[src/rtl/reg_queue.sv]
// reg_queue: valid/ready FIFO with fully registered outputs.
// A head register drives out_valid/out_data; a 2**QUEUE_DEPTH_WIDTH entry memory
// sits behind it, so total capacity is QUEUE_DEPTH + 1 words. in_ready is a flop
// computed from next-state occupancy, so no input reaches any output within a cycle.
module reg_queue #(
  parameter int QUEUE_DEPTH_WIDTH = 3,
  parameter int DATA_WIDTH        = 3
) (
  input  logic                  clock,
  input  logic                  reset_n,
  input  logic                  in_valid,
  input  logic [DATA_WIDTH-1:0] in_data,
  output logic                  in_ready,
  output logic                  out_valid,
  output logic [DATA_WIDTH-1:0] out_data,
  input  logic                  out_ready
);

  localparam int QUEUE_DEPTH = 1 << QUEUE_DEPTH_WIDTH;
  localparam int PW          = QUEUE_DEPTH_WIDTH + 1;
  localparam logic [PW-1:0] PTR_ONE = {{QUEUE_DEPTH_WIDTH{1'b0}}, 1'b1};

  // Pointers carry the wrap flag in their MSB: {flag, index}.
  function automatic logic ptr_empty(input logic [PW-1:0] wr, input logic [PW-1:0] rd);
    return (wr == rd);
  endfunction

  function automatic logic ptr_full(input logic [PW-1:0] wr, input logic [PW-1:0] rd);
    return (wr[QUEUE_DEPTH_WIDTH-1:0] == rd[QUEUE_DEPTH_WIDTH-1:0]) &&
           (wr[PW-1] != rd[PW-1]);
  endfunction

  logic [DATA_WIDTH-1:0] mem_r [QUEUE_DEPTH];
  logic [PW-1:0]         wr_ptr_r;
  logic [PW-1:0]         rd_ptr_r;
  logic                  head_valid_r;
  logic [DATA_WIDTH-1:0] head_data_r;
  logic                  in_ready_r;

  logic                  push_s;
  logic                  pop_s;
  logic                  refill_s;
  logic                  mem_empty_s;
  logic                  load_in_s;
  logic                  mem_we_s;
  logic [PW-1:0]         wr_ptr_nxt_s;
  logic [PW-1:0]         rd_ptr_nxt_s;
  logic                  head_valid_nxt_s;
  logic [DATA_WIDTH-1:0] head_data_nxt_s;
  logic                  in_ready_nxt_s;

  assign push_s      = in_valid && in_ready_r;
  assign pop_s       = head_valid_r && out_ready;
  assign refill_s    = !head_valid_r || pop_s;
  assign mem_empty_s = ptr_empty(wr_ptr_r, rd_ptr_r);

  // Next-state for head register, pointers and the registered in_ready.
  always_comb begin
    head_valid_nxt_s = head_valid_r;
    head_data_nxt_s  = head_data_r;
    rd_ptr_nxt_s     = rd_ptr_r;
    wr_ptr_nxt_s     = wr_ptr_r;
    load_in_s        = 1'b0;
    mem_we_s         = 1'b0;

    if (refill_s) begin
      if (!mem_empty_s) begin
        head_valid_nxt_s = 1'b1;
        head_data_nxt_s  = mem_r[rd_ptr_r[QUEUE_DEPTH_WIDTH-1:0]];
        rd_ptr_nxt_s     = rd_ptr_r + PTR_ONE;
      end else if (push_s) begin
        head_valid_nxt_s = 1'b1;
        head_data_nxt_s  = in_data;
        load_in_s        = 1'b1;
      end else begin
        head_valid_nxt_s = 1'b0;
      end
    end else begin
      head_valid_nxt_s = head_valid_r;
    end

    if (push_s && !load_in_s) begin
      mem_we_s     = 1'b1;
      wr_ptr_nxt_s = wr_ptr_r + PTR_ONE;
    end else begin
      mem_we_s     = 1'b0;
    end

    // Reset clears in_ready_r, so the first edge after release acts as the run flag.
    in_ready_nxt_s = !(head_valid_nxt_s && ptr_full(wr_ptr_nxt_s, rd_ptr_nxt_s));
  end

  // Control state: pointers, head register and in_ready, async-cleared.
  always_ff @(posedge clock or negedge reset_n) begin
    if (!reset_n) begin
      wr_ptr_r     <= {PW{1'b0}};
      rd_ptr_r     <= {PW{1'b0}};
      head_valid_r <= 1'b0;
      head_data_r  <= {DATA_WIDTH{1'b0}};
      in_ready_r   <= 1'b0;
    end else begin
      wr_ptr_r     <= wr_ptr_nxt_s;
      rd_ptr_r     <= rd_ptr_nxt_s;
      head_valid_r <= head_valid_nxt_s;
      head_data_r  <= head_data_nxt_s;
      in_ready_r   <= in_ready_nxt_s;
    end
  end

  // Storage array; contents are don't-care until written, so no reset.
  always_ff @(posedge clock) begin
    if (mem_we_s) begin
      mem_r[wr_ptr_r[QUEUE_DEPTH_WIDTH-1:0]] <= in_data;
    end
  end

  assign in_ready  = in_ready_r;
  assign out_valid = head_valid_r;
  assign out_data  = head_data_r;

endmodule

[config.mk]
export PLATFORM = sky130hd
export DESIGN_NAME = reg_queue
export DESIGN_NICKNAME = d
export VERILOG_FILES = /design/src/rtl/reg_queue.sv
export SDC_FILE = /design/constraint.sdc
export NUM_CORES = 1
export LEC_CHECK = 0
export CORE_MARGIN = 8
export CORE_UTILIZATION = 55
export CTS_CLUSTER_SIZE = 12
export DETAILED_ROUTE_END_ITERATION = 7
export GPL_TIMING_DRIVEN = 1
export PLACE_DENSITY = 0.75
export SYNTH_ARGS = -nofsm -noshare
export SYNTH_HDL_FRONTEND = slang
export SYNTH_SLANG_ARGS = --single-unit
[constraint.sdc]
create_clock -name clock -period 6.8 [get_ports clock]
set_input_delay 1.36 -clock clock [delete_from_list [all_inputs] [get_ports clock]]
set_output_delay 1.36 -clock clock [all_outputs]
set_load 0.03 [all_outputs]
==> results.toml <==
[run_status]
status = "finished clean"

[logic_synthesis]
synth_edf_count = 24
synth_top_family_by_area = "multiplexers"
syn_avg_cell_area_um2 = 15.2
yosysSeqAreaShare_pct = 60.5
synthFlopType = "edfxtp_1"
synth_fa_ha_area_share_pct = 1.45
synth-compound-area-share_pct = 2.75
ys_ff_latch = 37
synth_top_area_cell = "edfxtp_1"
ys.warnings.count = 0
synth.top_cell.area_share_pct = 41.7
ys_top_cells_by_area = "edfxtp_1 (42%), dfrtp_1 (19%), mux4_1 (9.1%), xor2_1 (4.6%), mux2_2 (2.6%)"
yosys.area_share.simple_pct = 10.6
synthMuxAreaShare_pct = 12.6
syn_inst = 114
synth_nets = 123
synth.distinct_cells = 30
synth_area_mm2 = 0.00173
async_flop_share_pct = 35.1
yosys.area_share.xor_xnor_pct = 8.83

[floorplan]
dieWidth_um = 72.1
top_level_ports = 12
start_util_pct = 57.1
core.rowCount = 20
die_height_um = 72.1
coreArea_mm2 = 0.00303
fp.dieArea_mm2 = 0.00519

[clock_tree]
root_buffer = "clkbuf_4"
post_cts_buffers = 0
cts_sinks = 37
ctsResizeCount = 0
clockBufferDepth = 2
cts_tree = "yes"
cts_max_level = 2
clkTransAtPathRegs_ns = 0.10
cts_hold_buf = 0
clkLatencyLatePin_ns = 0.33
numCtsBuffers = 5

[sta]
rsz0062_at_grt = "no"
relSlewSlack_pct = 54.4
worstMarginPinSlew_ns = 0.678
timing.final.crit_share_pct = 47.3
holdWs_ns = 0.528
hold_viol_final = 0
period_needed_ns = 3.21
setup_violations = 0
drv_slew = 0
finalSetupTns_ns = 0
fmaxAchievable_mhz = 311
clock_skew_ns = 0.00419

[setup_path]
arrival_ns = 3.42
crit_type = "input pin to flip-flop"
start_kind = "input pin"
cp.required_ns = 7.01
end_kind = "flip-flop"
crit_fanout = 9

[power]
vdd_ir_drop_max_v = 0.000169
power_leakage_nw = 0.689
power_density_mw_per_mm2 = 424

[place]
portBuffers = 11
gp_congestion = 0.758
hpwlAfterDp_mm = 2.03
dpl_cell_area_mm2 = 0.00184

[grt]
grt_pass1_vias = 965
grt_max_degree = 14
grt_antenna_before_repair = 0
overflow = 0
grt_usage_pct = 11.9
grt_first_pass_wirelength_mm = 4.65

[worst_hold_path]
hold_class = "flip-flop to flip-flop"

[routing]
post_drt_via_cell_ratio = 5.56
dr_total_vias = 940
drt_iter0_markers = 52
dr.pass1.iters = 4
ant_nets = 0
drc = 0
drt-total-wl_mm = 2.79
wl_per_cell_um = 16.5

[finish]
fin_util_pct = 62.4
layout-drive-gt1-share_pct = 13.6
finalNetCount = 133
final_cell_area_mm2 = 0.00189
syn2layout_area_growth_pct = 9.19
n_antenna_cell = 0

[flow_run]
max-cap-violations = 0
==> cell usage after synthesis (all sizes together), types with 2 or more instances <==
cell type / n
edfxtp: 24
o22ai: 3
ha: 2
buf: 7
a21oi: 5
nand2: 9
nor3: 5
xnor2: 4
xor2: 10
mux4: 6
nor4: 2
nand2b: 3
and2: 2
dfrtp: 13
nor2: 8
mux2: 5
==> per-layer routing <==
layer  share of wire (%)  wire length, µm  GRT usage (%)
met1                  43             1190           14.0
met2                  48             1350           18.7
met3                 7.7              215           5.23
met4                 1.3               35           4.76
met5                   0                0              0
==> placed cells by master (no fill, tap or decap) <==
master	synthesis	final
nand3_1	1	1
and2_2	1	1
clkinv_2	0	1
or4_1	1	1
nor2_1	7	7
nor4_1	1	1
and2_1	1	1
nand2b_1	3	3
nor4_4	1	1
nand2_1	9	9
nand4_1	1	1
and2b_2	1	1
ha_1	2	2
nor3_1	5	5
mux2_4	1	1
xnor3_1	1	1
a21oi_2	1	1
clkinv_1	0	2
a21oi_1	4	4
o22ai_1	3	3
edfxtp_1	24	24
mux2_2	4	4
xnor2_1	4	4
xor2_1	9	9
clkdlybuf4s50_1	0	11
dfrtp_1	13	13
mux4_1	6	6
xor2_2	1	1
clkbuf_4	0	5
nor2_4	1	1
==> worst paths after layout <==
check / start / end / slack, ns / cells after the start
min reg2reg: wr_ptr_r[3] / wr_ptr_r[3] / 0.53 / 1
max in group asynchronous: reset_n / out_data[0] / 5.02 / 1
max reg2reg: rd_ptr_r[0] / in_ready / 4.03 / 6
min: wr_ptr_r[3] / wr_ptr_r[3] / 0.53 / 1
min in group asynchronous: reset_n / wr_ptr_r[1] / 1.39 / 1
max: out_ready / in_ready / 3.59 / 6
==> state kept, by name (all words and copies together), names as in the netlist <==
| signal | flops |
|---|---|
| wr_ptr_r | 4 |
| in_ready | 1 |
| mem_r | 24 |
| out_valid | 1 |
| rd_ptr_r | 4 |
| out_data | 3 |
==> cell type report <==
type,instances,area [µm²]
Timing Repair Buffer,11,110
Fill cell,234,1140
Tap cell,44,55.1
Multi-Input combinational cell,69,627
Clock buffer,5,37.5
Clock inverter,3,12.5
Sequential cell,37,1050
==> critical path, stage by stage <==
cell and delay, ns:
clkdlybuf4s50_1 0.41, nand2b_1 0.31, a21oi_2 0.30, mux2_2 0.38, xor2_1 0.15, or4_1 0.51
==> stage by stage <==
step           instances  worst slack [ns]  power (mW)
6_report             169              3.59       0.801
5_1_grt              169              3.49       0.849
4_1_cts              169              3.60       0.809
3_5_place_dp         161              3.25       0.706
3_3_place_gp         161              3.28       0.696
2_1_floorplan        114              3.74       0.644
==> power breakdown <==
part	switching, mW	total (mW)	internal [mW]
sequential	0.0727	0.371	0.299
clock	0.0653	0.103	0.0373
combinational	0.160	0.327	0.167
total	0.298	0.801	0.503
==> cells by family after synthesis <==
group,after synthesis
compound gates,8
xor+xnor,15
fa+ha+maj,2
buf+inv,8
flops,37
mux,11
simple gates,33
No activity file was read; power rests on OpenSTA's default activity.
